==> src/rtl/alu_host_sequencer.sv <==
// Host-side front-end for the multi-cycle ALU core: accepts one request, serialises
// the operands onto alu_inbus, waits for a done edge (or timeout) and holds the result.
module alu_host_sequencer #(
  parameter int unsigned A_HOLD     = 1,
  parameter int unsigned B_HOLD     = 1,
  parameter logic [3:0]  DONE_STATE = 4'd15,
  parameter int unsigned TIMEOUT    = 64
) (
  input  logic        clk,
  input  logic        rst,
  input  logic        req_valid,
  output logic        req_ready,
  input  logic [1:0]  req_op,
  input  logic [7:0]  req_a,
  input  logic [7:0]  req_b,
  output logic        rsp_valid,
  input  logic        rsp_ready,
  output logic [15:0] rsp_data,
  output logic        rsp_err,
  output logic        alu_start,
  output logic [1:0]  alu_op,
  output logic [7:0]  alu_inbus,
  input  logic [15:0] alu_outbus,
  input  logic [3:0]  alu_state
);

  typedef enum logic [2:0] {IDLE, DRV_A, DRV_B, WAIT, RESP} state_t;

  state_t      state, state_nx;
  logic [1:0]  op_reg;
  logic [7:0]  a_reg, b_reg;
  logic [3:0]  hcnt;
  logic [7:0]  tcnt;
  logic [3:0]  prev_state;
  logic        done, tmo;

  // Edge-qualified done so a DONE left over from the previous op is ignored.
  assign done = (alu_state == DONE_STATE) && (prev_state != DONE_STATE);
  assign tmo  = (tcnt >= 8'(TIMEOUT - 1));

  always_ff @(posedge clk) begin
    if (rst) state <= IDLE;
    else     state <= state_nx;
  end

  always_comb begin
    state_nx  = state;
    req_ready = 1'b0;
    rsp_valid = 1'b0;
    alu_start = 1'b0;
    alu_op    = '0;
    alu_inbus = '0;
    case (state)
      IDLE: begin
        req_ready = !rst;
        if (req_valid) state_nx = DRV_A;
      end
      DRV_A: begin
        alu_op    = op_reg;
        alu_inbus = a_reg;
        alu_start = (hcnt == 4'(A_HOLD));
        if (hcnt <= 4'd1) state_nx = DRV_B;
      end
      DRV_B: begin
        alu_op    = op_reg;
        alu_inbus = b_reg;
        if (hcnt <= 4'd1) state_nx = WAIT;
      end
      WAIT: begin
        alu_op = op_reg;
        if (done || tmo) state_nx = RESP;
      end
      RESP: begin
        alu_op    = op_reg;
        rsp_valid = 1'b1;
        if (rsp_ready) state_nx = IDLE;
      end
      default: state_nx = IDLE;
    endcase
  end

  always_ff @(posedge clk) begin
    if (rst) begin
      op_reg     <= '0;
      a_reg      <= '0;
      b_reg      <= '0;
      hcnt       <= '0;
      tcnt       <= '0;
      prev_state <= '0;
      rsp_data   <= '0;
      rsp_err    <= 1'b0;
    end else begin
      prev_state <= alu_state;
      case (state)
        IDLE: begin
          if (req_valid) begin
            op_reg <= req_op;
            a_reg  <= req_a;
            b_reg  <= req_b;
            hcnt   <= 4'(A_HOLD);
          end
        end
        DRV_A: begin
          if (hcnt <= 4'd1) hcnt <= 4'(B_HOLD);
          else              hcnt <= hcnt - 4'd1;
        end
        DRV_B: begin
          if (hcnt <= 4'd1) tcnt <= '0;
          else              hcnt <= hcnt - 4'd1;
        end
        WAIT: begin
          // Done takes priority over a simultaneous timeout.
          if (done) begin
            rsp_data <= alu_outbus;
            rsp_err  <= 1'b0;
          end else if (tmo) begin
            rsp_data <= '0;
            rsp_err  <= 1'b1;
          end else begin
            tcnt <= tcnt + 8'd1;
          end
        end
        default: ;
      endcase
    end
  end

endmodule
==> config.mk <==
export PLATFORM = sky130hd
export DESIGN_NAME = alu_host_sequencer
export DESIGN_NICKNAME = d
export VERILOG_FILES = /design/src/rtl/alu_host_sequencer.sv
export SDC_FILE = /design/constraint.sdc
export NUM_CORES = 1
export LEC_CHECK = 0
export ABC_CLOCK_PERIOD_IN_PS = 4250
export CORE_ASPECT_RATIO = 0.75
export CORE_MARGIN = 2
export CORE_UTILIZATION = 45
export CTS_CLUSTER_SIZE = 24
export DETAILED_ROUTE_END_ITERATION = 8
export DONT_BUFFER_PORTS = 1
export PLACE_DENSITY_LB_ADDON = 0.1
export SYNTH_ARGS = -nofsm -noshare
export SYNTH_HDL_FRONTEND = slang
export SYNTH_SLANG_ARGS = --single-unit
==> constraint.sdc <==
create_clock -name clk -period 4.25 [get_ports clk]
set_input_delay 0.85 -clock clk [delete_from_list [all_inputs] [get_ports clk]]
set_output_delay 0.85 -clock clk [all_outputs]
set_load 0.005 [all_outputs]
==> flow_summary.ini, run 1 <==
[outcome]
outcome = finished clean

[timing]
final_report_hold_violation_count = 0
max_freq_ghz = 0.3550
fin_ws_ns = 1.433
drv_slew = 0
min_period_ns = 2.817
rsz0062_at_grt = no
fin_crit_sh_pct = 66.29
timing.final.setup_violations = 0
worst_pin_slew_ns = 0.9694
skew_ns = 0.006656
tns_ns = 0
timing.slew.headroom_pct = 35.02
fin_worst_hold_slack_ns = 0.4484

[cells_and_area]
multiInputGateArea_um2 = 1132
final_cell_mix = 54 x dfxtp_1, 42 x nand2_1, 27 x a21oi_1, 19 x nor2_1, 16 x a22o_2
layout.cells.non_filler = 311
largest_register_ffs = 16
insertedDiodeCount = 0
layout.filler_cells = 472
regMostFlops = rsp_data
seqCellArea_um2 = 1081
num-nets-final = 295
layout_commonest_cell = dfxtp_1
layout-drive-gt1-share_pct = 13.94
area_growth_syn_to_layout_pct = 4.390

[setup_path]
critical_path.startpoint_type = flip-flop
required_ns = 3.40
timing_worst_setup_path_type = flip-flop to primary output
worst_ep_arrival_time_ns = 1.97
critical_path_peak_fanout = 17
endpoint_kind = primary output
reg2reg_slack_ns = 2.03

[placement]
port_buffers = 0
post-dp-hpwl_um = 3349
placedCellCount = 303
pre_cts_ws_ns = 1.789
gp_congestion = 0.7549

[clock_network]
worst_skew_pair_later_pin_latency_ns = 0.31
clock_tree.root_cell = clkbuf_8
cts_buffers = 5
cts.htree.levels = 2
tritoncts = done
clock_tree.buffer_depth = 2
cts_repair_resize_count = 0
cts_setup_buffers = 0
post_cts_hold_fix_bufs = 0
numClockSinks = 54
clkTransAtPathRegs_ns = 0.10

[routing]
drcViolationCount = 0
route.antenna.remaining_nets = 0
wl_met1_um = 2404
met3_length_um = 444
via_per_inst = 5.572
vias = 1733
wirelength_um = 4780
topRoutingLayerUsed = met4
detailroute.wirelength.met2_um = 1902
route.detailed.wl_per_inst_um = 15.37
initialDrtViolationCount = 80
drt_first_pass_iters = 4

[global_routing]
groute.usage.overall_pct = 17.18
grt_pass1_wl_um = 7596
antenna_found_initial = 0
grt-ovfl-total = 0
pin_count_of_the_biggest_net_entering_global_routing = 37
via_count_of_the_first_global_routing_pass = 1557

[yosys]
synth_edf_count = 0
postSynthCellCount = 258
syn_avg_cell_area_um2 = 8.948
yosysTopAreaCell = dfxtp_1
ys.flop_type = dfxtp_1
synth_net_count = 303
async_reset_ff_share_pct = 0
synth_top_area_share_pct = 46.83
post_synth_num_cell_types = 48
ys_seq_area_share_pct = 46.83
synthesized_flop_and_latch_total = 54
mappedNetlistArea_um2 = 2308
ys_top_cells_by_area = dfxtp_1 47%, a22o_2 6.9%, nand2_1 6.8%
synth_warnings = 0

[floorplan]
die-area_um2 = 5725
design.core.area_um2 = 4927
start_util_pct = 46.85
die_h_um = 66.03
floorplan.rows = 22
die_x_um = 86.71
boundaryPins = 72

[pwr]
vdd_ir_drop_max_mv = 0.2420
fin_total_pwr_uw = 1317
leakagePower_uw = 0.0008923
p_per_area_nw_per_um2 = 546.6

[run]
drv.max_cap_violation_count = 0

[worst_hold_path]
min-delay-path-class = flip-flop to flip-flop
## through the flow
stage               area [um^2]  utilization [%]
floorplan                  2308                -
global placement           2315            46.98
detailed placement         2315            46.98
CTS                        2410            48.91
global route               2410            48.91
finish                     2410            48.91
## synthesized netlist by cell type, types with 2 or more instances
library cell  count
dfxtp_1          54
nand2_1          42
a21oi_1          27
nor2_1           19
a22o_2           16
a22oi_1           8
and2_1            7
buf_2             7
clkbuf_1          6
nand3_1           6
nor2b_1           6
inv_1             5
o21ai_0           5
nor3_1            4
or3_1             4
ha_1              3
xnor2_1           3
and3b_1           2
buf_1             2
mux2i_1           2
nor4_1            2
o31ai_1           2
## critical path, cell delays in order, from the launching register on
cell and delay [ns]:
dfxtp_1 0.65, nor2b_1 0.63, a22oi_1 0.19, nor2_1 0.18
## area by class of cell
class / instances / area share, %
Clock buffer: 5 / 2.856
Clock inverter: 3 / 1.090
Inverter: 5 / 0.7788
Multi-Input combinational cell: 183 / 46.99
Sequential cell: 54 / 44.86
Tap cell: 60 / 3.115
Timing Repair Buffer: 1 / 0.3115
## where the power goes
part | switching [uW] | internal [uW] | total, uW
combinational | 230 | 147 | 378
sequential | 71.4 | 569 | 640
clock | 178 | 122 | 299
total | 480 | 838 | 1320
## metal layers
layer / up-vias / GRT usage (%)
met1: 790 / 24.98
li1: 888 / -
met3: 5 / 7.990
met4: 0 / 3.906
met2: 50 / 22.69
met5: - / 0
## path summary, 6_finish.rpt
| kind | from | endpoint | cells after the start |
|---|---|---|---|
| hold reg to reg | op_reg[1]$_SDFFE_PP0P_ | op_reg[1]$_SDFFE_PP0P_ | 2 |
| hold / removal | op_reg[1]$_SDFFE_PP0P_ | op_reg[1]$_SDFFE_PP0P_ | 2 |
| setup / recovery | state[0]$_SDFFE_PP0P_ | alu_inbus[5] | 3 |
| setup reg to reg | state[2]$_SDFFE_PP0P_ | rsp_data[5]$_SDFFE_PP0P_ | 4 |
## cells by family after synthesis
group | after synthesis | share of synthesized area [%]
adder cells (fa/ha/maj) | 3 | 1.626
buffers and inverters | 21 | 4.119
flip-flops | 54 | 46.83
XOR/XNOR | 4 | 1.518
AND/OR/NAND/NOR | 108 | 24.07
AO/OA/AOI/OAI | 66 | 20.98
multiplexers | 2 | 0.8672
Note: power is estimated with default switching activity, not from simulation.
==> run 2, diff against run 1 <==
ABC_CLOCK_PERIOD_IN_PS = 2800   (was 4250)
clock period = 2.8 ns   (was 4.25 ns; I/O delays follow)
==> run 2 against run 1 <==
Final area grew 0.73%. Sequential cell count did not move. Utilization grew 0.36 points. Cell count up 0.64%. Largest power group unchanged. Highest routed layer unchanged.
==> flow_summary.ini, run 2 (synthesis results as in run 1) <==
[worst_hold_path]
worstHoldEndpoint = prev_state[2]$_SDFF_PP0_
timing.hold.worst_path_depth = 1
start_point_of_the_worst_hold_path = rst
min-delay-path-class = input pin to flip-flop

[placement]
port_buffers = 0
gp_congestion = 0.7608
post-dp-hpwl_um = 3295
pre_cts_ws_ns = 0.6770

[setup_path]
required_ns = 2.24
timing_worst_setup_path_type = flip-flop to primary output
reg2reg_slack_ns = 0.68
endpoint_kind = primary output
worst_r2r_endpoint = rsp_data[7]$_SDFFE_PP0P_
r2r.worst_path.cells = 5
critical_path.startpoint_type = flip-flop
worst_r2r_startpoint = state[0]$_SDFFE_PP0P_
worst_ep_arrival_time_ns = 1.92
critical_path_peak_fanout = 17

[clock_network]
tritoncts = done
cts_buffers = 5
cts_repair_resize_count = 0
cts_setup_buffers = 0
clkTransAtPathRegs_ns = 0.11
cts.htree.levels = 2
post_cts_hold_fix_bufs = 0
numClockSinks = 54
clock_tree.root_cell = clkbuf_8
clock_tree.buffer_depth = 2
worst_skew_pair_later_pin_latency_ns = 0.31

[pwr]
p_per_area_nw_per_um2 = 830.7
leakagePower_uw = 0.0009039
vdd_ir_drop_max_mv = 0.4311

[routing]
initialDrtViolationCount = 76
route.antenna.remaining_nets = 0
via_per_inst = 5.649
drt_first_pass_iters = 4
drcViolationCount = 0
wirelength_um = 4809
route.detailed.wl_per_inst_um = 15.36
vias = 1768

[cells_and_area]
layout-drive-gt1-share_pct = 14.62
final_cell_mix = 54 x dfxtp_1, 42 x nand2_1, 27 x a21oi_1, 19 x nor2_1, 16 x a22o_2
regMostFlops = rsp_data
insertedDiodeCount = 0
area_growth_syn_to_layout_pct = 5.149
num-nets-final = 297
layout_commonest_cell = dfxtp_1
largest_register_ffs = 16

[floorplan]
design.core.area_um2 = 4927
start_util_pct = 46.85
boundaryPins = 72
die-area_um2 = 5725
floorplan.rows = 22
die_x_um = 86.71
die_h_um = 66.03

[global_routing]
via_count_of_the_first_global_routing_pass = 1601
grt-ovfl-total = 0
pin_count_of_the_biggest_net_entering_global_routing = 37
grt_pass1_wl_um = 7686
antenna_found_initial = 0
groute.usage.overall_pct = 17.02

[timing]
timing.final.setup_violations = 0
min_period_ns = 2.485
max_freq_ghz = 0.4025
fin_ws_ns = 0.3154
drv_slew = 0
skew_ns = 0.01071
final_report_hold_violation_count = 0
fin_crit_sh_pct = 88.73
worst_pin_slew_ns = 0.9567
tns_ns = 0
rsz0062_at_grt = no
timing.slew.headroom_pct = 35.87

[outcome]
outcome = finished clean

[run]
drv.max_cap_violation_count = 0
[run 2: changes by cell type in the layout (fill, tap and decap cells not counted), sizes merged]
cell,change
buf,+2
clkinv,+1
inv,-1
[run 2: worst max-delay path: stages, from the launching register on]
cell,delay [ns]
dfxtp_1,0.65
nor2b_1,0.64
a22oi_1,0.15
nor2_1,0.18
[run 2: layout make-up]
| cell class | count | area [um^2] |
|---|---|---|
| Sequential cell | 54 | 1081 |
| Multi-Input combinational cell | 183 | 1132 |
| Clock inverter | 3 | 28.78 |
| Fill cell | 466 | 2500 |
| Inverter | 5 | 18.77 |
| Clock buffer | 5 | 68.82 |
| Timing Repair Buffer | 3 | 22.52 |
| Tap cell | 60 | 75.07 |
[run 2: layer usage]
layer / part of all wire [%] / vias to the layer above / track usage, %
met4: 0.87 / 0 / 4.688
li1: - / 892 / -
met3: 11 / 4 / 6.617
met2: 41 / 65 / 24.42
met1: 47 / 807 / 23.66
met5: 0 / - / 0
[run 2: report_power, final]
group	switching [uW]	leakage, uW	total [uW]	internal [uW]
sequential	90.0	0.000440	953	863
clock	265	0.0000502	451	186
combinational	381	0.000414	612	231
total	736	0.000904	2020	1280
[run 2: worst max path at each step]
stage	start	end	slack (ns)	cells past startpoint
3_3_place_gp	state[0]$_SDFFE_PP0P_	rsp_data[4]$_SDFFE_PP0P_	0.74	5
3_5_place_dp	state[1]$_SDFFE_PP0P_	alu_inbus[5]	0.68	3
4_1_cts	state[1]$_SDFFE_PP0P_	alu_inbus[5]	0.32	3
2_1_floorplan	state[1]$_SDFFE_PP0P_	alu_inbus[0]	0.95	6
6_report	state[1]$_SDFFE_PP0P_	alu_inbus[5]	0.32	3
5_1_grt	state[1]$_SDFFE_PP0P_	alu_inbus[1]	0.19	3
[run 2: metrics by stage]
| step | power [uW] | std cells | hold WS [ns] | utilization, % | cell area (um^2) |
|---|---|---|---|---|---|
| after floorplan | 1457 | 258 | 0.4317 | - | 2308 |
| after global placement | 1579 | 305 | 0.4312 | 47.28 | 2330 |
| after detailed placement | 1580 | 305 | 0.4369 | 47.28 | 2330 |
| after CTS | 2037 | 313 | 0.3034 | 49.26 | 2427 |
| after global routing | 2178 | 313 | 0.2908 | 49.26 | 2427 |
| final | 2016 | 313 | 0.3105 | 49.26 | 2427 |
==> run 3, diff against run 2 <==
ABC_AREA = 1   (was unset)
HOLD_SLACK_MARGIN = 0.15   (was unset)
==> run 3 against run 2 <==
Synthesized cell count rose by 30%. Die area up 6.6%. Utilization is 0.098 points lower. Critical endpoint is now alu_op[0]. Area after synthesis rose by 6.9%. Maximum frequency is 22% higher. Cell count grew 31%. First-iteration DRC count increased by 32%. Worst hold slack better by 0.0059 ns. Non-clock buffer count is 2 lower. Sequential power rose by 2.3%.
==> flow_summary.ini, run 3 <==
[floorplan]
floorplan.rows = 23
die_h_um = 68.15
design.core.area_um2 = 5324
start_util_pct = 46.37
die_x_um = 89.53
die-area_um2 = 6101
boundaryPins = 72

[worst_hold_path]
min-delay-path-class = input pin to flip-flop
start_point_of_the_worst_hold_path = rst

[yosys]
synth_top_cells_by_count = 64 x nand2_1, 54 x dfxtp_1, 49 x inv_1
async_reset_ff_share_pct = 0
synth_edf_count = 0
synth_xor_xnor_area_share_pct = 0
synthMuxAreaShare_pct = 0
mappedNetlistArea_um2 = 2469
ys_seq_area_share_pct = 43.79
yosysTopAreaCell = dfxtp_1
synth_top_area_share_pct = 43.79
synth_most_common_cell = nand2_1
synthesized_flop_and_latch_total = 54
post_synth_num_cell_types = 31
ys.flop_type = dfxtp_1
compound_gate_fraction_of_synth_area_pct = 16.88
ys_top_cells_by_area = dfxtp_1 44%, nand2_1 9.7%, a21oi_1 8.9%
synth_net_count = 381
synth_simple_gate_area_share_pct = 26.61
postSynthCellCount = 336
synth_top_family_by_area = simple AND/OR/NAND/NOR gates
synth_warnings = 0
syn_avg_cell_area_um2 = 7.347
synth_adder_area_share_pct = 1.521

[global_routing]
busiest_layer = met2
antenna_found_initial = 1
gr-usage-met2_pct = 25.19
groute.layer.met3.usage_pct = 6.152
groute.usage.overall_pct = 17.50
grt-ovfl-total = 0
global_route.usage.met1_pct = 24.65
grt_pass1_wl_um = 8259
via_count_of_the_first_global_routing_pass = 1773
pin_count_of_the_biggest_net_entering_global_routing = 37

[timing]
worst_pin_slew_ns = 0.6144
max_freq_ghz = 0.4894
final_report_hold_violation_count = 0
fin_ws_ns = 0.7566
timing.slew.headroom_pct = 59.00
timing.final.setup_violations = 0
skew_ns = 0.004291
tns_ns = 0
min_period_ns = 2.043
rsz0062_at_grt = no
drv_slew = 0
fin_crit_sh_pct = 72.98
fin_worst_hold_slack_ns = 0.3164

[pwr]
p_per_area_nw_per_um2 = 845.4
vdd_ir_drop_max_mv = 0.3944
leakagePower_uw = 0.001137

[placement]
port_buffers = 0
placedCellCount = 400
pre_cts_ws_ns = 1.075
post-dp-hpwl_um = 3691
gp_congestion = 0.7761

[outcome]
outcome = finished clean

[routing]
route.detailed.wl_per_inst_um = 12.47
route.antenna.remaining_nets = 0
via_per_inst = 4.870
vias = 1992
drcViolationCount = 0
wirelength_um = 5101
drt_first_pass_iters = 4
initialDrtViolationCount = 100

[cells_and_area]
area_growth_syn_to_layout_pct = 6.031
regMostFlops = rsp_data
num-nets-final = 377
layout-drive-gt1-share_pct = 9.009
largest_register_ffs = 16
layout.cells.non_filler = 409
final_cell_mix = 64 x nand2_1, 54 x dfxtp_1, 49 x inv_1, 44 x a21oi_1, 33 x nor2_1
layout.filler_cells = 542
layout_commonest_cell = nand2_1

[setup_path]
worst_ep_arrival_time_ns = 1.48
setup.worst_path.start = state[0]$_SDFFE_PP0P_
critical_path_peak_fanout = 10
worst_r2r_startpoint = state[0]$_SDFFE_PP0P_
timing_worst_setup_path_type = flip-flop to primary output
critical_path.startpoint_type = flip-flop
required_ns = 2.24
endpoint_kind = primary output

[clock_network]
cts_setup_buffers = 0
cts_buffers = 5
cts_repair_resize_count = 0
clock_tree.root_cell = clkbuf_8
clkTransAtPathRegs_ns = 0.09
numClockSinks = 54
post_cts_hold_fix_bufs = 0
worst_skew_pair_later_pin_latency_ns = 0.30
clock_tree.buffer_depth = 2
cts.htree.levels = 2
tritoncts = done

[run]
drv.max_cap_violation_count = 0
==> run 3: cell count changes after synthesis, moves of 14 or more <==
cell / before / now
inv_1: 5 / 49
nand2_1: 42 / 64
a21oi_1: 27 / 44
a22o_2: 16 / 0
nor2_1: 19 / 33
o21ai_0: 5 / 19
==> run 3: report_power, final <==
part | switching [uW] | internal, uW | total (uW) | leakage (uW)
Combinational | 488 | 237 | 724 | 0.000644
Clock | 246 | 267 | 513 | 0.0000514
Sequential | 76.9 | 898 | 975 | 0.000441
==> run 3: critical path: stages (launching register included) <==
cell and delay (ns):
dfxtp_1 0.48, inv_1 0.11, nand2_4 0.15, nand2_1 0.09, inv_1 0.10, nand3_1 0.11, nand2_1 0.09, inv_1 0.06
==> run 3: path summary, 6_finish.rpt <==
kind / endpoint / slack, ns / depth (start not counted)
worst min-delay path: rsp_data[1]$_SDFFE_PP0P_ / 0.32 / 1
worst max-delay path: alu_op[0] / 0.76 / 7
worst min register to register: tcnt[7]$_SDFFE_PP0P_ / 0.45 / 2
worst max register to register: b_reg[7]$_SDFFE_PP0P_ / 1.13 / 4
==> run 3: area by class of cell <==
type,instances,area [um^2],area share (%)
repair buffers,1,7.507,0.2868
inverters,54,211.5,8.078
well taps,75,93.84,3.585
flip-flops and latches,54,1081,41.30
clock inverters,2,37.54,1.434
diodes,1,2.502,0.09560
clock buffers,6,72.57,2.772
multi-input cells,216,1111,42.45
==> run 3: kinds of logic after synthesis <==
logic type,count (synthesis)
AO/OA/AOI/OAI,78
AND/OR/NAND/NOR,135
adder cells (fa/ha/maj),3
flip-flops,54
buffers and inverters,66
==> run 3: per-stage QoR <==
stage	cell area, um^2	total power, uW	util, %
global placement	2505	1714	47.05
global route	2618	2395	49.17
detailed placement	2505	1723	47.05
finish	2618	2213	49.17
floorplan	2469	1584	-
CTS	2615	2238	49.12
==> run 3: routing by layer <==
metal | share of wire (%) | up-vias
met5 | 0 | -
li1 | - | 1059
met1 | 51 | 891
met4 | 0.53 | 0
met2 | 43 | 40
met3 | 6.2 | 2
==> patch: new RTL, config.mk and constraints of run 2 <==
Set the parameter `A_HOLD` to 0 (it was 1).
--- a/src/rtl/alu_host_sequencer.sv
+++ b/src/rtl/alu_host_sequencer.sv
@@ -2,5 +2,5 @@
 // the operands onto alu_inbus, waits for a done edge (or timeout) and holds the result.
 module alu_host_sequencer #(
-  parameter int unsigned A_HOLD     = 1,
+  parameter int unsigned A_HOLD     = 0,
   parameter int unsigned B_HOLD     = 1,
   parameter logic [3:0]  DONE_STATE = 4'd15,
Check against the original RTL: same outputs for any inputs over 10 cycles, from zero or initial values and one cycle with rst high; that may be too few to reach the edited logic, so the function may still have changed.
==> patch against run 2 <==
Worst setup slack worse by 0.0066 ns; count of clock-buffer cells in the layout unchanged; cell area rose by 1.7%; sequential cell count stayed put; area after synthesis is 1.6% higher; routed wire length increased by 8.5%; via count increased by 7.0%; sequential share of layout area decreased by 0.74 points; sequential power hardly changed; clock power is 2% lower; total power is 2.6% higher; register-to-register slack got worse by 0.13 ns; critical path type unchanged; critical endpoint is now alu_inbus[3]; highest routed layer unchanged.
==> patch: results <==
metrics = {
    "power_and_ir_drop": {
        "powerComb_mw": 0.670,
        "pg_clk_mw": 0.443,
        "power.share.clock": 0.214,
        "p_switching_mw": 0.778,
    },
    "outcome": {
        "status": "finished clean",
    },
    "synth": {
        "syn_nets": 321,
        "synth_fa_ha_area_frac": 0.0213,
        "synth_cell_types": 47,
        "synth-xor-area-share": 0.00374,
        "synth_area_per_cell_um2": 8.53,
        "synth_seq_area_share": 0.461,
    },
    "finish": {
        "n_all_buffers": 4,
        "multi_input_area_share": 0.474,
        "drive_gt1_frac": 0.0741,
        "clkCellAreaFrac": 0.0375,
        "seq_cell_count": 54,
    },
    "global_routing": {
        "grt_pass1_vias": 1694,
        "grt_pass1_wl_mm": 8.21,
    },
    "min_path": {
        "hold-path-endpoint": "a_reg[7]$_SDFFE_PP0P_",
    },
    "sta": {
        "finClkSkew_ns": 0.0114,
        "relSlewSlack": 0.510,
    },
    "drt": {
        "routed-wl-met2_mm": 2.13,
    },
    "placement": {
        "post-dp-hpwl_mm": 3.66,
        "dp_slack_ns": 0.591,
    },
    "worst_setup_path": {
        "ff2ff_path_depth": 7,
    },
}
[patch: worst max-delay path by stage]
stage | startpoint | end | slack [ns] | depth (start not counted)
finish | state[1]$_SDFFE_PP0P_ | alu_inbus[3] | 0.31 | 3
global route | state[1]$_SDFFE_PP0P_ | alu_inbus[1] | 0.04 | 3
CTS | state[1]$_SDFFE_PP0P_ | alu_inbus[3] | 0.28 | 3
detailed placement | hcnt[0]$_SDFFE_PP0P_ | hcnt[2]$_SDFFE_PP0P_ | 0.59 | 7
global placement | state[1]$_SDFFE_PP0P_ | alu_inbus[3] | 0.65 | 3
floorplan | hcnt[0]$_SDFFE_PP0P_ | hcnt[2]$_SDFFE_PP0P_ | 0.94 | 7
[patch: logic make-up after synthesis]
group,Yosys count
compound gates,77
xor+xnor,1
mux,1
simple gates,116
fa+ha+maj,4
buf+inv,22
flops,54
[patch: worst max-delay path, stage by stage (launching register included)]
cell	delay (ns)
dfxtp_1	0.63
nor2b_1	0.66
a22oi_1	0.16
nor2_1	0.17
